===== src/rtl/ethercat_fmmu_multi_pkg.sv =====
// Shared types and constants for the multi-channel EtherCAT FMMU mapper.
// Command codes, FSM states, per-channel configuration record, WKC helper.
package ethercat_fmmu_pkg;

  localparam logic [7:0] CMD_LRD = 8'h0A;
  localparam logic [7:0] CMD_LWR = 8'h0B;
  localparam logic [7:0] CMD_LRW = 8'h0C;

  typedef enum logic [2:0] {
    ST_IDLE,
    ST_WAIT_BYTE,
    ST_RD_REQ,
    ST_WR_REQ,
    ST_EMIT,
    ST_DONE
  } state_t;

  typedef struct packed {
    logic        enable;
    logic        rd_en;
    logic        wr_en;
    logic [31:0] log_start;
    logic [15:0] log_len;
    logic [31:0] phy_start;
  } fmmu_cfg_t;

  function automatic logic [1:0] wkc_calc(input logic read_hit, input logic write_hit);
    return {write_hit, read_hit};
  endfunction

endpackage


===== src/rtl/ethercat_fmmu_multi_if.sv =====
// Local process-data bus between the FMMU mapper (master) and slave memory.
interface ethercat_fmmu_multi_if #(
  parameter int AW = 16
) ();
  logic [AW-1:0] bus_address;
  logic          bus_rd;
  logic          bus_wr;
  logic [7:0]    bus_wdata;
  logic [7:0]    bus_rdata;
  logic          bus_ack;

  modport master (
    output bus_address, bus_rd, bus_wr, bus_wdata,
    input  bus_rdata, bus_ack
  );

  modport slave (
    input  bus_address, bus_rd, bus_wr, bus_wdata,
    output bus_rdata, bus_ack
  );
endinterface


===== src/rtl/ethercat_fmmu_multi_match.sv =====
// Combinational FMMU channel lookup: wrap-safe range check, type match,
// lowest-index priority and physical address translation.
module fmmu_match
  import ethercat_fmmu_pkg::*;
#(
  parameter int N_FMMU = 4,
  parameter int AW     = 16
) (
  input  logic [31:0]   la,
  input  logic          is_rd,
  input  logic          is_wr,
  input  fmmu_cfg_t     cfg [N_FMMU],
  output logic          hit,
  output logic          do_rd,
  output logic          do_wr,
  output logic [AW-1:0] phy_addr
);

  logic [31:0] diff;

  always_comb begin
    hit      = 1'b0;
    do_rd    = 1'b0;
    do_wr    = 1'b0;
    phy_addr = '0;
    diff     = '0;
    for (int unsigned i = 0; i < N_FMMU; i++) begin
      // Modular offset makes ranges that straddle 2^32 work without special casing
      diff = la - cfg[i].log_start;
      if (!hit && cfg[i].enable && (diff < {16'h0000, cfg[i].log_len}) &&
          ((cfg[i].rd_en && is_rd) || (cfg[i].wr_en && is_wr))) begin
        hit      = 1'b1;
        do_rd    = cfg[i].rd_en && is_rd;
        do_wr    = cfg[i].wr_en && is_wr;
        phy_addr = AW'(cfg[i].phy_start + diff);
      end
    end
  end

endmodule


===== src/rtl/ethercat_fmmu_multi.sv =====
// Multi-channel FMMU: maps logical datagram bytes onto the local bus,
// substitutes read data into the stream and reports the WKC increment.
module ethercat_fmmu_multi
  import ethercat_fmmu_pkg::*;
#(
  parameter int N_FMMU = 4,
  parameter int AW     = 16
) (
  input  logic                 rxc,
  input  logic                 rst,
  input  logic                 dg_start,
  input  logic [7:0]           dg_cmd,
  input  logic [31:0]          dg_addr,
  input  logic [15:0]          dg_len,
  input  logic                 byte_valid,
  input  logic [7:0]           byte_in,
  output logic                 byte_ready,
  output logic [7:0]           byte_out,
  output logic                 byte_out_valid,
  output logic                 dg_done,
  output logic [1:0]           wkc_inc,
  input  logic [N_FMMU-1:0]    cfg_enable,
  input  logic [N_FMMU-1:0]    cfg_rd_en,
  input  logic [N_FMMU-1:0]    cfg_wr_en,
  input  logic [32*N_FMMU-1:0] cfg_log_start,
  input  logic [16*N_FMMU-1:0] cfg_log_len,
  input  logic [AW*N_FMMU-1:0] cfg_phy_start,
  ethercat_fmmu_multi_if.master bus
);

  state_t        state, state_n;
  logic [7:0]    cmd_q;
  logic [31:0]   base_q;
  logic [15:0]   len_q, offset_q;
  logic          rd_hit_q, wr_hit_q, do_wr_q;
  logic [7:0]    out_q, wdata_q;
  logic [AW-1:0] addr_q;
  logic          rd_strobe, wr_strobe;

  fmmu_cfg_t     cfg [N_FMMU];
  logic [31:0]   la;
  logic          is_rd_cmd, is_wr_cmd;
  logic          m_hit, m_rd, m_wr;
  logic [AW-1:0] m_phy;

  always_comb begin
    for (int unsigned i = 0; i < N_FMMU; i++) begin
      cfg[i]                     = '0;
      cfg[i].enable              = cfg_enable[i];
      cfg[i].rd_en               = cfg_rd_en[i];
      cfg[i].wr_en               = cfg_wr_en[i];
      cfg[i].log_start           = cfg_log_start[32*i +: 32];
      cfg[i].log_len             = cfg_log_len[16*i +: 16];
      cfg[i].phy_start[AW-1:0]   = cfg_phy_start[AW*i +: AW];
    end
  end

  assign la        = base_q + {16'h0000, offset_q};
  assign is_rd_cmd = (cmd_q == CMD_LRD) || (cmd_q == CMD_LRW);
  assign is_wr_cmd = (cmd_q == CMD_LWR) || (cmd_q == CMD_LRW);

  fmmu_match #(.N_FMMU(N_FMMU), .AW(AW)) u_match (
    .la       (la),
    .is_rd    (is_rd_cmd),
    .is_wr    (is_wr_cmd),
    .cfg      (cfg),
    .hit      (m_hit),
    .do_rd    (m_rd),
    .do_wr    (m_wr),
    .phy_addr (m_phy)
  );

  // dg_start squashes strobes and handshakes in the same cycle it is seen.
  // A zero-length datagram still passes through WAIT_BYTE (byte_ready low),
  // which places dg_done two cycles after dg_start.
  always_comb begin
    state_n        = state;
    byte_ready     = 1'b0;
    byte_out_valid = 1'b0;
    dg_done        = 1'b0;
    wkc_inc        = '0;
    rd_strobe      = 1'b0;
    wr_strobe      = 1'b0;
    if (dg_start) begin
      state_n = ST_WAIT_BYTE;
    end else begin
      case (state)
        ST_IDLE: ;
        ST_WAIT_BYTE: begin
          if (len_q == '0) begin
            state_n = ST_DONE;
          end else begin
            byte_ready = 1'b1;
            if (byte_valid)
              state_n = m_rd ? ST_RD_REQ : (m_wr ? ST_WR_REQ : ST_EMIT);
          end
        end
        ST_RD_REQ: begin
          rd_strobe = 1'b1;
          if (bus.bus_ack) state_n = do_wr_q ? ST_WR_REQ : ST_EMIT;
        end
        ST_WR_REQ: begin
          wr_strobe = 1'b1;
          if (bus.bus_ack) state_n = ST_EMIT;
        end
        ST_EMIT: begin
          byte_out_valid = 1'b1;
          state_n = (offset_q + 16'd1 == len_q) ? ST_DONE : ST_WAIT_BYTE;
        end
        ST_DONE: begin
          dg_done = 1'b1;
          wkc_inc = wkc_calc(rd_hit_q, wr_hit_q);
          state_n = ST_IDLE;
        end
        default: state_n = ST_IDLE;
      endcase
    end
  end

  always_ff @(posedge rxc) begin
    if (rst) begin
      state    <= ST_IDLE;
      cmd_q    <= '0;
      base_q   <= '0;
      len_q    <= '0;
      offset_q <= '0;
      rd_hit_q <= 1'b0;
      wr_hit_q <= 1'b0;
      do_wr_q  <= 1'b0;
      out_q    <= '0;
      wdata_q  <= '0;
      addr_q   <= '0;
    end else begin
      state <= state_n;
      if (dg_start) begin
        cmd_q    <= dg_cmd;
        base_q   <= dg_addr;
        len_q    <= dg_len;
        offset_q <= '0;
        rd_hit_q <= 1'b0;
        wr_hit_q <= 1'b0;
      end else begin
        case (state)
          ST_WAIT_BYTE: begin
            if (byte_ready && byte_valid) begin
              out_q   <= byte_in;
              do_wr_q <= m_wr;
              if (m_hit) begin
                addr_q  <= m_phy;
                wdata_q <= byte_in;
              end
            end
          end
          ST_RD_REQ: begin
            if (bus.bus_ack) begin
              out_q    <= bus.bus_rdata;
              rd_hit_q <= 1'b1;
            end
          end
          ST_WR_REQ: if (bus.bus_ack) wr_hit_q <= 1'b1;
          ST_EMIT:   offset_q <= offset_q + 16'd1;
          default: ;
        endcase
      end
    end
  end

  assign byte_out        = out_q;
  assign bus.bus_address = addr_q;
  assign bus.bus_wdata   = wdata_q;
  assign bus.bus_rd      = rd_strobe;
  assign bus.bus_wr      = wr_strobe;

endmodule


===== src/flat_wrapper.sv =====
// flat-port wrapper written by rule: the top's interface ports become plain ports
module ethercat_fmmu_multi_flat import ethercat_fmmu_pkg::*;
#(
  parameter int N_FMMU = 4,
  parameter int AW     = 16
)
  (rxc, rst, dg_start, dg_cmd, dg_addr, dg_len, byte_valid, byte_in, byte_ready, byte_out, byte_out_valid, dg_done, wkc_inc, cfg_enable, cfg_rd_en, cfg_wr_en, cfg_log_start, cfg_log_len, cfg_phy_start, bus_bus_address, bus_bus_rd, bus_bus_wr, bus_bus_wdata, bus_bus_rdata, bus_bus_ack);
  ethercat_fmmu_multi_if #(.AW(AW)) bus_i ();
  input  logic rxc;
  input  logic rst;
  input  logic dg_start;
  input  logic [7:0] dg_cmd;
  input  logic [31:0] dg_addr;
  input  logic [15:0] dg_len;
  input  logic byte_valid;
  input  logic [7:0] byte_in;
  output logic byte_ready;
  output logic [7:0] byte_out;
  output logic byte_out_valid;
  output logic dg_done;
  output logic [1:0] wkc_inc;
  input  logic [N_FMMU-1:0] cfg_enable;
  input  logic [N_FMMU-1:0] cfg_rd_en;
  input  logic [N_FMMU-1:0] cfg_wr_en;
  input  logic [32*N_FMMU-1:0] cfg_log_start;
  input  logic [16*N_FMMU-1:0] cfg_log_len;
  input  logic [AW*N_FMMU-1:0] cfg_phy_start;
  output wire logic [$bits(bus_i.bus_address)-1:0] bus_bus_address;
  output wire logic [$bits(bus_i.bus_rd)-1:0] bus_bus_rd;
  output wire logic [$bits(bus_i.bus_wr)-1:0] bus_bus_wr;
  output wire logic [$bits(bus_i.bus_wdata)-1:0] bus_bus_wdata;
  input wire logic [$bits(bus_i.bus_rdata)-1:0] bus_bus_rdata;
  input wire logic [$bits(bus_i.bus_ack)-1:0] bus_bus_ack;
  assign bus_bus_address = bus_i.bus_address;
  assign bus_bus_rd = bus_i.bus_rd;
  assign bus_bus_wr = bus_i.bus_wr;
  assign bus_bus_wdata = bus_i.bus_wdata;
  assign bus_i.bus_rdata = bus_bus_rdata;
  assign bus_i.bus_ack = bus_bus_ack;
  ethercat_fmmu_multi #(.N_FMMU(N_FMMU), .AW(AW)) u_core (.rxc(rxc), .rst(rst), .dg_start(dg_start), .dg_cmd(dg_cmd), .dg_addr(dg_addr), .dg_len(dg_len), .byte_valid(byte_valid), .byte_in(byte_in), .byte_ready(byte_ready), .byte_out(byte_out), .byte_out_valid(byte_out_valid), .dg_done(dg_done), .wkc_inc(wkc_inc), .cfg_enable(cfg_enable), .cfg_rd_en(cfg_rd_en), .cfg_wr_en(cfg_wr_en), .cfg_log_start(cfg_log_start), .cfg_log_len(cfg_log_len), .cfg_phy_start(cfg_phy_start), .bus(bus_i));
endmodule

===== config.mk =====
export PLATFORM = sky130hd
export DESIGN_NAME = ethercat_fmmu_multi_flat
export DESIGN_NICKNAME = d
export VERILOG_FILES = /design/src/rtl/ethercat_fmmu_multi_pkg.sv /design/src/rtl/ethercat_fmmu_multi_if.sv /design/src/rtl/ethercat_fmmu_multi_match.sv /design/src/rtl/ethercat_fmmu_multi.sv /design/src/flat_wrapper.sv
export SDC_FILE = /design/constraint.sdc
export NUM_CORES = 1
export LEC_CHECK = 0
export CELL_PAD_IN_SITES_DETAIL_PLACEMENT = 0
export CELL_PAD_IN_SITES_GLOBAL_PLACEMENT = 2
export CORE_UTILIZATION = 30
export CTS_BUF_LIST = sky130_fd_sc_hd__clkbuf_8 sky130_fd_sc_hd__clkbuf_16
export DETAILED_ROUTE_END_ITERATION = 8
export PLACE_DENSITY_LB_ADDON = 0.15
export SYNTH_ARGS = -nofsm -noshare
export SYNTH_HDL_FRONTEND = slang
export SYNTH_SLANG_ARGS = --single-unit

===== constraint.sdc =====
create_clock -name rxc -period 8.8 [get_ports rxc]
set_clock_uncertainty 0.05 [all_clocks]
set_input_delay 2.2 -clock rxc [delete_from_list [all_inputs] [get_ports rxc]]
set_output_delay 2.2 -clock rxc [all_outputs]
set_load 0.005 [all_outputs]

### Word level (Yosys, flattened, before mapping)

Cells that the tools add are included.

| word-level totals | value |
|---|---|
| register bits | 110 |
| input bits | 345 |
| output and inout bits | 39 |
| logic and storage cells | 127 |

| operators by class | value |
|---|---|
| add/subtract/negate cells | 10 |
| magnitude comparators | 4 |
| equality and inequality tests | 17 |
| muxes and demuxes | 42 |
| bitwise gates (word level) | 2 |
| reductions and logical operators | 40 |

Operators by type and width:

| operator | count |
|---|---|
| < comparator 32 x 16 -> 1 bit | 4 |
| subtractor 32 bit | 4 |
| adder 16 bit | 4 |
| 2-to-1 mux 16 bit | 4 |
| adder 32 x 16 -> 32 bit | 1 |
| equality test 8 x 4 -> 1 bit, second input constant | 3 |
| 2-to-1 mux 1 bit | 24 |
| 2-to-1 mux 3 bit | 8 |
| logical AND 1 bit | 20 |
| adder 16 x 1 -> 16 bit, second input constant | 1 |
| equality test 16 bit | 1 |
| zero test 16 bit | 1 |
| 2-to-1 mux 8 bit | 2 |
| case mux 8 bit (2 select lines) | 1 |
| AND reduction 4 bit | 4 |
| case mux 3 bit (5 select lines) | 1 |
| equality test 3 x 2 -> 1 bit, second input constant | 2 |
| equality test 3 bit, second input constant | 2 |
| logical OR 1 bit | 6 |
| != test 2 bit, second input constant | 3 |
| != test 3 bit, second input constant | 2 |
| 2-to-1 mux 2 bit | 2 |
| != test 4 x 3 -> 1 bit, second input constant | 1 |
| AND reduction 2 bit | 2 |
| other kinds (9) | 12 |

### Longest topological paths before layout

Gate-level depths: netlist of run 1.

| logic depth | value |
|---|---|
| depth after elaboration | 27 |
| mapped depth | 34 |
| depth with buffers taken out | 31 |

### Modules after synthesis

Synthesis of run 1 repeated with hierarchy kept, for this count alone.

| second synthesis, totals | value |
|---|---|
| cell total of the unflattened synthesis | 2436 |
| area total of the unflattened synthesis | 17853.4 µm² |

By module, submodules not included:

| module | times used | cells an instance | area an instance (µm²) | seq. area each (µm²) |
|---|---|---|---|---|
| fmmu_match | 1 | 1740 | 11900.2 | 0.0 |
| ethercat_fmmu_multi | 1 | 696 | 5953.2 | 2202.1 |

### Worst setup path before layout of run 1

Ideal clock, no wire load.

| timing path | value |
|---|---|
| path type | reg2reg |
| from | register u_core.offset_q[0] |
| to | register u_core.addr_q[12], in the netlist u_core.bus.bus_address[12] |
| setup time | 0.121 ns |
| arrival | 6.841 ns |
| data required time | 8.629 ns |
| setup slack | 1.788 ns |
| stages on the path, launching flop included | 33 |
| path buffers | 2 |
| period minus slack after synthesis | 7.012 ns |
| cell sequence | dfxtp_1 ha_1 fa_1 a21o_1 a21oi_1 o21bai_1 a21oi_1 o21bai_1 a21oi_1 o211ai_1 a31o_2 a21oi_1 xnor2_1 ha_1 and4_1 a32o_1 a31oi_1 nand3_1 xor2_1 ha_1 nand4_1 o21ai_0 nor3b_1 o21ai_0 a221oi_1 nand4_1 nor4bb_1 buf_2 a21oi_1 a32o_1 a32oi_4 buf_6 mux2_4 |

| on the way | value |
|---|---|
| cells in the longest elaborated chain, start to end | 22 |
| elaborated cells between the ends (all ways) | 36 |
| classes of those cells | add/sub: 9; order compare: 4; mux: 8; reduce/logical: 15 |

RTL lines:

| item | line | source |
|---|---|---|
| start, declared | ethercat_fmmu_multi.sv:34 | `logic [15:0] len_q, offset_q;` |
| start signal, assigned | ethercat_fmmu_multi.sv:161 | `ST_EMIT: offset_q <= offset_q + 16'd1;` |
| adder 32 x 16 -> 32 bit * | ethercat_fmmu_multi.sv:58 | `assign la = base_q + {16'h0000, offset_q};` |
| subtractor 32 bit | ethercat_fmmu_multi_match.sv:29 | `diff = la - cfg[i].log_start;` |
| < comparator 32 x 16 -> 1 bit | ethercat_fmmu_multi_match.sv:30 | `if (!hit && cfg[i].enable && (diff < {16'h0000, cfg[i].log_len}) &&` |
| logical AND 1 bit (2 in series) | ethercat_fmmu_multi_match.sv:30 |  |
| 2-to-1 mux 1 bit | ethercat_fmmu_multi_match.sv:30 |  |
| zero test 1 bit | ethercat_fmmu_multi_match.sv:30 |  |
| logical AND 1 bit (3 in series) | ethercat_fmmu_multi_match.sv:30 |  |
| 2-to-1 mux 1 bit | ethercat_fmmu_multi_match.sv:30 |  |
| zero test 1 bit | ethercat_fmmu_multi_match.sv:30 |  |
| logical AND 1 bit (3 in series) | ethercat_fmmu_multi_match.sv:30 |  |
| 2-to-1 mux 1 bit | ethercat_fmmu_multi_match.sv:30 |  |
| zero test 1 bit | ethercat_fmmu_multi_match.sv:30 |  |
| logical AND 1 bit (3 in series) | ethercat_fmmu_multi_match.sv:30 |  |
| 2-to-1 mux 1 bit | ethercat_fmmu_multi_match.sv:30 |  |
| AND reduction 4 bit (no source line) | -- |  |
| end signal, assigned | ethercat_fmmu_multi.sv:149 | `addr_q <= m_phy;` |
| end, declared | ethercat_fmmu_multi.sv:37 | `logic [AW-1:0] addr_q;` |

Every way passes the cells marked *; elsewhere a longest branch is shown, timed or not.
A chain may end at the register's enable or synchronous reset.

### Worst setup path in the final report of run 1

| timing path | value |
|---|---|
| from | register u_core.offset_q[2] |
| to | register u_core.addr_q[1], in the netlist u_core.bus.bus_address[1] |

The elaborated chain is that of the path after synthesis.

==> metrics.csv, run 1 <==
stage,metric,value,unit
sta,setup_viol,0,
drt,wire_per_inst,22.1,um
drt,wl,84200,um
drt,drtAntennaViolNets,0,
sta,period_minus_slack,8.28,ns
critical_path,start_kind,register,
job,cap_violations,0,
drt,num_vias,20700,
placement,hpwlAfterDp,72900,um
floorplanning,io_pins,384,
layout,area_growth,28.2,%
power,powerDensity,104,mW/mm2
cts,clkTransAtPathRegs,0.08,ns
placement,port_buffers,383,
status,status,"complete, no violations",
sta,slew_headroom,22.1,%
sta,timing.fmax,121,MHz
sta,drv_slew,0,
cts,cts_buffers,9,
power,power_frac_clock,16.5,%
critical_path,critical_path_class,register to register,
yosys,synth_edf_count,0,
sta,hold_viol,0,
yosys,synthArstFlopShare,0,%
cts,cts_tree,built,
cts,clk_latency,0.39,ns
sta,fin_crit_sh,94.1,%
floorplanning,dieArea,0.0642,mm2
cts,clk_path_buf_depth,2,
power,swShare,44.5,%
floorplanning,start_util,30.6,%
drt,dr.first_iter.drc_count,1463,
power,pwr-share-seq,21.0,%
critical_path,cp_slowest_stage_delay,0.91,ns
layout,final_core_util,39.2,%
floorplanning,chipHeight,253,um
floorplanning,die_w,253,um
global_route,grt_max_degree,65,
critical_path,cp-startpoint,u_core.offset_q[2]$_SDFFE_PP0N_,
layout,instances_no_fill,3816,
global_route,grt_first_pass_wirelength,123000,um
critical_path,worstRegToRegCells,30,
drt,vias_per_cell,5.42,
yosys,ys_seq_area_share,11.6,%
min_path,hold_path_class,register to register,
yosys,avgSynthCellArea,7.30,um2
layout,layout_common_cells,"clkdlybuf4s50_1 (381), ha_1 (260), inv_1 (246)",
floorplanning,core_area,0.0621,mm2
power,combPwrFrac,62.5,%
critical_path,critPathRequiredTime,9.02,ns
critical_path,cp-end-kind,register,
placement,dp_cells,3794,
power,peakVddDrop,0.0857,mV
critical_path,crit_fanout,24,
global_route,antenna_found_initial,4,
power,power.internal,0.00140,W
critical_path,r2r_end,u_core.bus.bus_address[1]$_SDFFE_PP0P_,
cts,clock-sinks,110,
sta,worst_slew_pin_slew,1.16,ns
global_route,overflow,0,
sta,rsz0062_at_grt,no,
global_route,track_usage,25.6,%
drt,post-route-drc-count,0,
layout,fin_nets,3584,
yosys,yosys_warnings,0,
critical_path,worstReg2RegStart,u_core.offset_q[2]$_SDFFE_PP0N_,
critical_path,cp_slowest_cell,xnor2_1,
layout,layout-drive-gt1-share,4.27,%
critical_path,crit_path_frequent_cell,a21oi_1,
yosys,syn_nets,3212,
global_route,grt_pass1_vias,19600,
layout,layout_commonest_cell,clkdlybuf4s50_1,
power,p_leak,10.8,nW
critical_path,endpoint,u_core.bus.bus_address[1]$_SDFFE_PP0P_,
yosys,syn_inst,2597,
cts,htree_levels,3,
critical_path,arrival,8.50,ns
cts,root_buffer,clkbuf_16,
yosys,syn-cell-area,0.0190,mm2
drt,drt-pass1-iter-count,7,
yosys,ys_ff_latch,110,
yosys,synth-main-ff-cell,dfxtp_1,
critical_path,r2r_slack,0.52,ns
floorplanning,rows,91,
power,p_sw,0.00112,W
yosys,ys_types,94,
placement,gp_congestion,0.929,
## final cells by class
class | instances | area (um2)
fillers | 6554 | 37700
clock inverters | 7 | 56.3
clock buffers | 9 | 225
inverters | 245 | 920
repair buffers | 445 | 4310
diodes | 5 | 12.5
multi-input cells | 2158 | 15500
flip-flops and latches | 110 | 2200
well taps | 837 | 1050
## worst min-delay path by stage
stage | startpoint | end | slack, ns | cells past startpoint
after floorplan | u_core.wr_hit_q$_SDFFE_PP0P_ | u_core.wr_hit_q$_SDFFE_PP0P_ | 0.38 | 2
after global placement | u_core.rd_hit_q$_SDFFE_PP0P_ | u_core.rd_hit_q$_SDFFE_PP0P_ | 0.40 | 2
after detailed placement | u_core.rd_hit_q$_SDFFE_PP0P_ | u_core.rd_hit_q$_SDFFE_PP0P_ | 0.41 | 2
after CTS | u_core.rd_hit_q$_SDFFE_PP0P_ | u_core.rd_hit_q$_SDFFE_PP0P_ | 0.43 | 2
after global routing | u_core.bus.bus_wdata[1]$_SDFFE_PP0P_ | u_core.bus.bus_wdata[1]$_SDFFE_PP0P_ | 0.47 | 2
final | u_core.bus.bus_wdata[6]$_SDFFE_PP0P_ | u_core.bus.bus_wdata[6]$_SDFFE_PP0P_ | 0.43 | 2
## registers in the layout, summed over array words and instances, names as in the netlist, 3 cells and up
name / count
u_core.base_q: 32
u_core.bus.bus_address: 16
u_core.len_q: 16
u_core.offset_q: 16
u_core.bus.bus_wdata: 8
u_core.byte_out: 8
u_core.cmd_q: 8
u_core.state: 3
## through the flow
step / setup WS (ns) / TNS, ns / hold slack (ns) / power, W / cell area (um2)
floorplan: 1.79 / 0 / 0.378 / 0.00155 / 19000
global placement: 0.178 / 0 / 0.402 / 0.00209 / 24000
detailed placement: -0.0484 / -0.453 / 0.408 / 0.00210 / 24000
CTS: 0.0950 / 0 / 0.429 / 0.00253 / 24300
global route: 0.0952 / 0 / 0.470 / 0.00272 / 24300
finish: 0.522 / 0 / 0.430 / 0.00253 / 24300
## power by group through the flow
stage | sequential, W | clock (W) | combinational (W)
floorplan | 0.000535 | 0 | 0.00101
global placement | 0.000543 | 0 | 0.00155
detailed placement | 0.000543 | 0 | 0.00155
CTS | 0.000531 | 0.000430 | 0.00157
global route | 0.000533 | 0.000448 | 0.00174
finish | 0.000531 | 0.000416 | 0.00158
## repair_timing
action                                  CTS  global route
gates resized for setup                   1            10
hold buffers                              0             0
pin swaps                                 0             1
setup buffers                             0             1
endpoints found under the setup margin   15            27
## critical path, delay by kind of cell, from the launching register on
| kind | cells | cell delay [ns] |
|---|---|---|
| adder cells (fa/ha/maj) | 3 | 1.18 |
| buffers and inverters | 3 | 0.64 |
| XOR/XNOR | 2 | 1.10 |
| AO/OA/AOI/OAI | 15 | 3.33 |
| multiplexers | 1 | 0.35 |
| AND/OR/NAND/NOR | 6 | 1.09 |
| flip-flops | 1 | 0.41 |
## routing by layer
metal / GRT usage (%) / wire, um
met5: 0 / 0
met4: 5.82 / 1750
met1: 37.2 / 41200
met3: 3.44 / 4850
met2: 39.4 / 36400
## synth_stat cells (8+ instances only)
library cell / n / area share [%]
and4_1: 11 / 0.51
o21a_1: 41 / 1.6
nand3_1: 74 / 2.0
and3_1: 33 / 1.1
fa_1: 9 / 0.95
nor2_1: 234 / 4.6
a211oi_1: 40 / 1.6
clkbuf_1: 64 / 1.3
o211ai_1: 28 / 1.1
o311ai_0: 9 / 0.42
o21ai_0: 124 / 3.3
a2111oi_0: 11 / 0.51
nor4_1: 19 / 0.63
inv_1: 245 / 4.8
mux2i_1: 82 / 4.3
nor3b_1: 11 / 0.44
or2_2: 8 / 0.26
nand4_1: 53 / 1.7
nor3_1: 76 / 2.0
and2_1: 19 / 0.63
a31o_2: 11 / 0.51
dfxtp_1: 110 / 12
o31a_1: 14 / 0.65
nand2b_1: 51 / 1.7
a21oi_1: 212 / 5.6
o2111ai_1: 10 / 0.46
a311oi_1: 12 / 0.55
nor2b_1: 39 / 1.3
o31ai_1: 14 / 0.55
or3_1: 27 / 0.89
nand2_1: 157 / 3.1
xnor2_1: 121 / 5.6
a21o_1: 67 / 2.7
nand3b_1: 12 / 0.48
a31oi_1: 33 / 1.1
xor2_1: 63 / 2.9
o21bai_1: 18 / 0.71
ha_1: 261 / 17
mux2_1: 10 / 0.59
buf_1: 8 / 0.16
o22ai_1: 8 / 0.26
## logic make-up (layout without fill, tap and decap cells)
group / after synthesis / in the layout / synth area share, %
XOR/XNOR: 188 / 188 / 8.98
AO/OA/AOI/OAI: 751 / 751 / 26.6
adder cells (fa/ha/maj): 270 / 270 / 18.2
buffers and inverters: 329 / 706 / 6.74
AND/OR/NAND/NOR: 851 / 851 / 22.6
flip-flops: 110 / 110 / 11.6
other: 0 / 5 / 0
multiplexers: 98 / 98 / 5.30
No activity file was read; power rests on OpenSTA's default activity.
==> run 2: changes to the inputs <==
--- a/config.mk
+++ b/config.mk
@@ -5,6 +5,7 @@
 export SDC_FILE = /design/constraint.sdc
 export NUM_CORES = 1
 export LEC_CHECK = 0
+export ABC_CLOCK_PERIOD_IN_PS = 8800
 export CELL_PAD_IN_SITES_DETAIL_PLACEMENT = 0
 export CELL_PAD_IN_SITES_GLOBAL_PLACEMENT = 2
 export CORE_UTILIZATION = 30
==> results of run 2 <==
Final layout, timing and power as in run 1 (identical DEF).
==> run 3: changes to the inputs <==
--- a/config.mk
+++ b/config.mk
@@ -10,6 +10,7 @@
 export CELL_PAD_IN_SITES_GLOBAL_PLACEMENT = 2
 export CORE_UTILIZATION = 30
 export CTS_BUF_LIST = sky130_fd_sc_hd__clkbuf_8 sky130_fd_sc_hd__clkbuf_16
+export CTS_CLUSTER_SIZE = 12
 export DETAILED_ROUTE_END_ITERATION = 8
 export PLACE_DENSITY_LB_ADDON = 0.15
 export SYNTH_ARGS = -nofsm -noshare
==> results of run 3 <==
Final layout, timing and power as in run 1 (identical DEF).
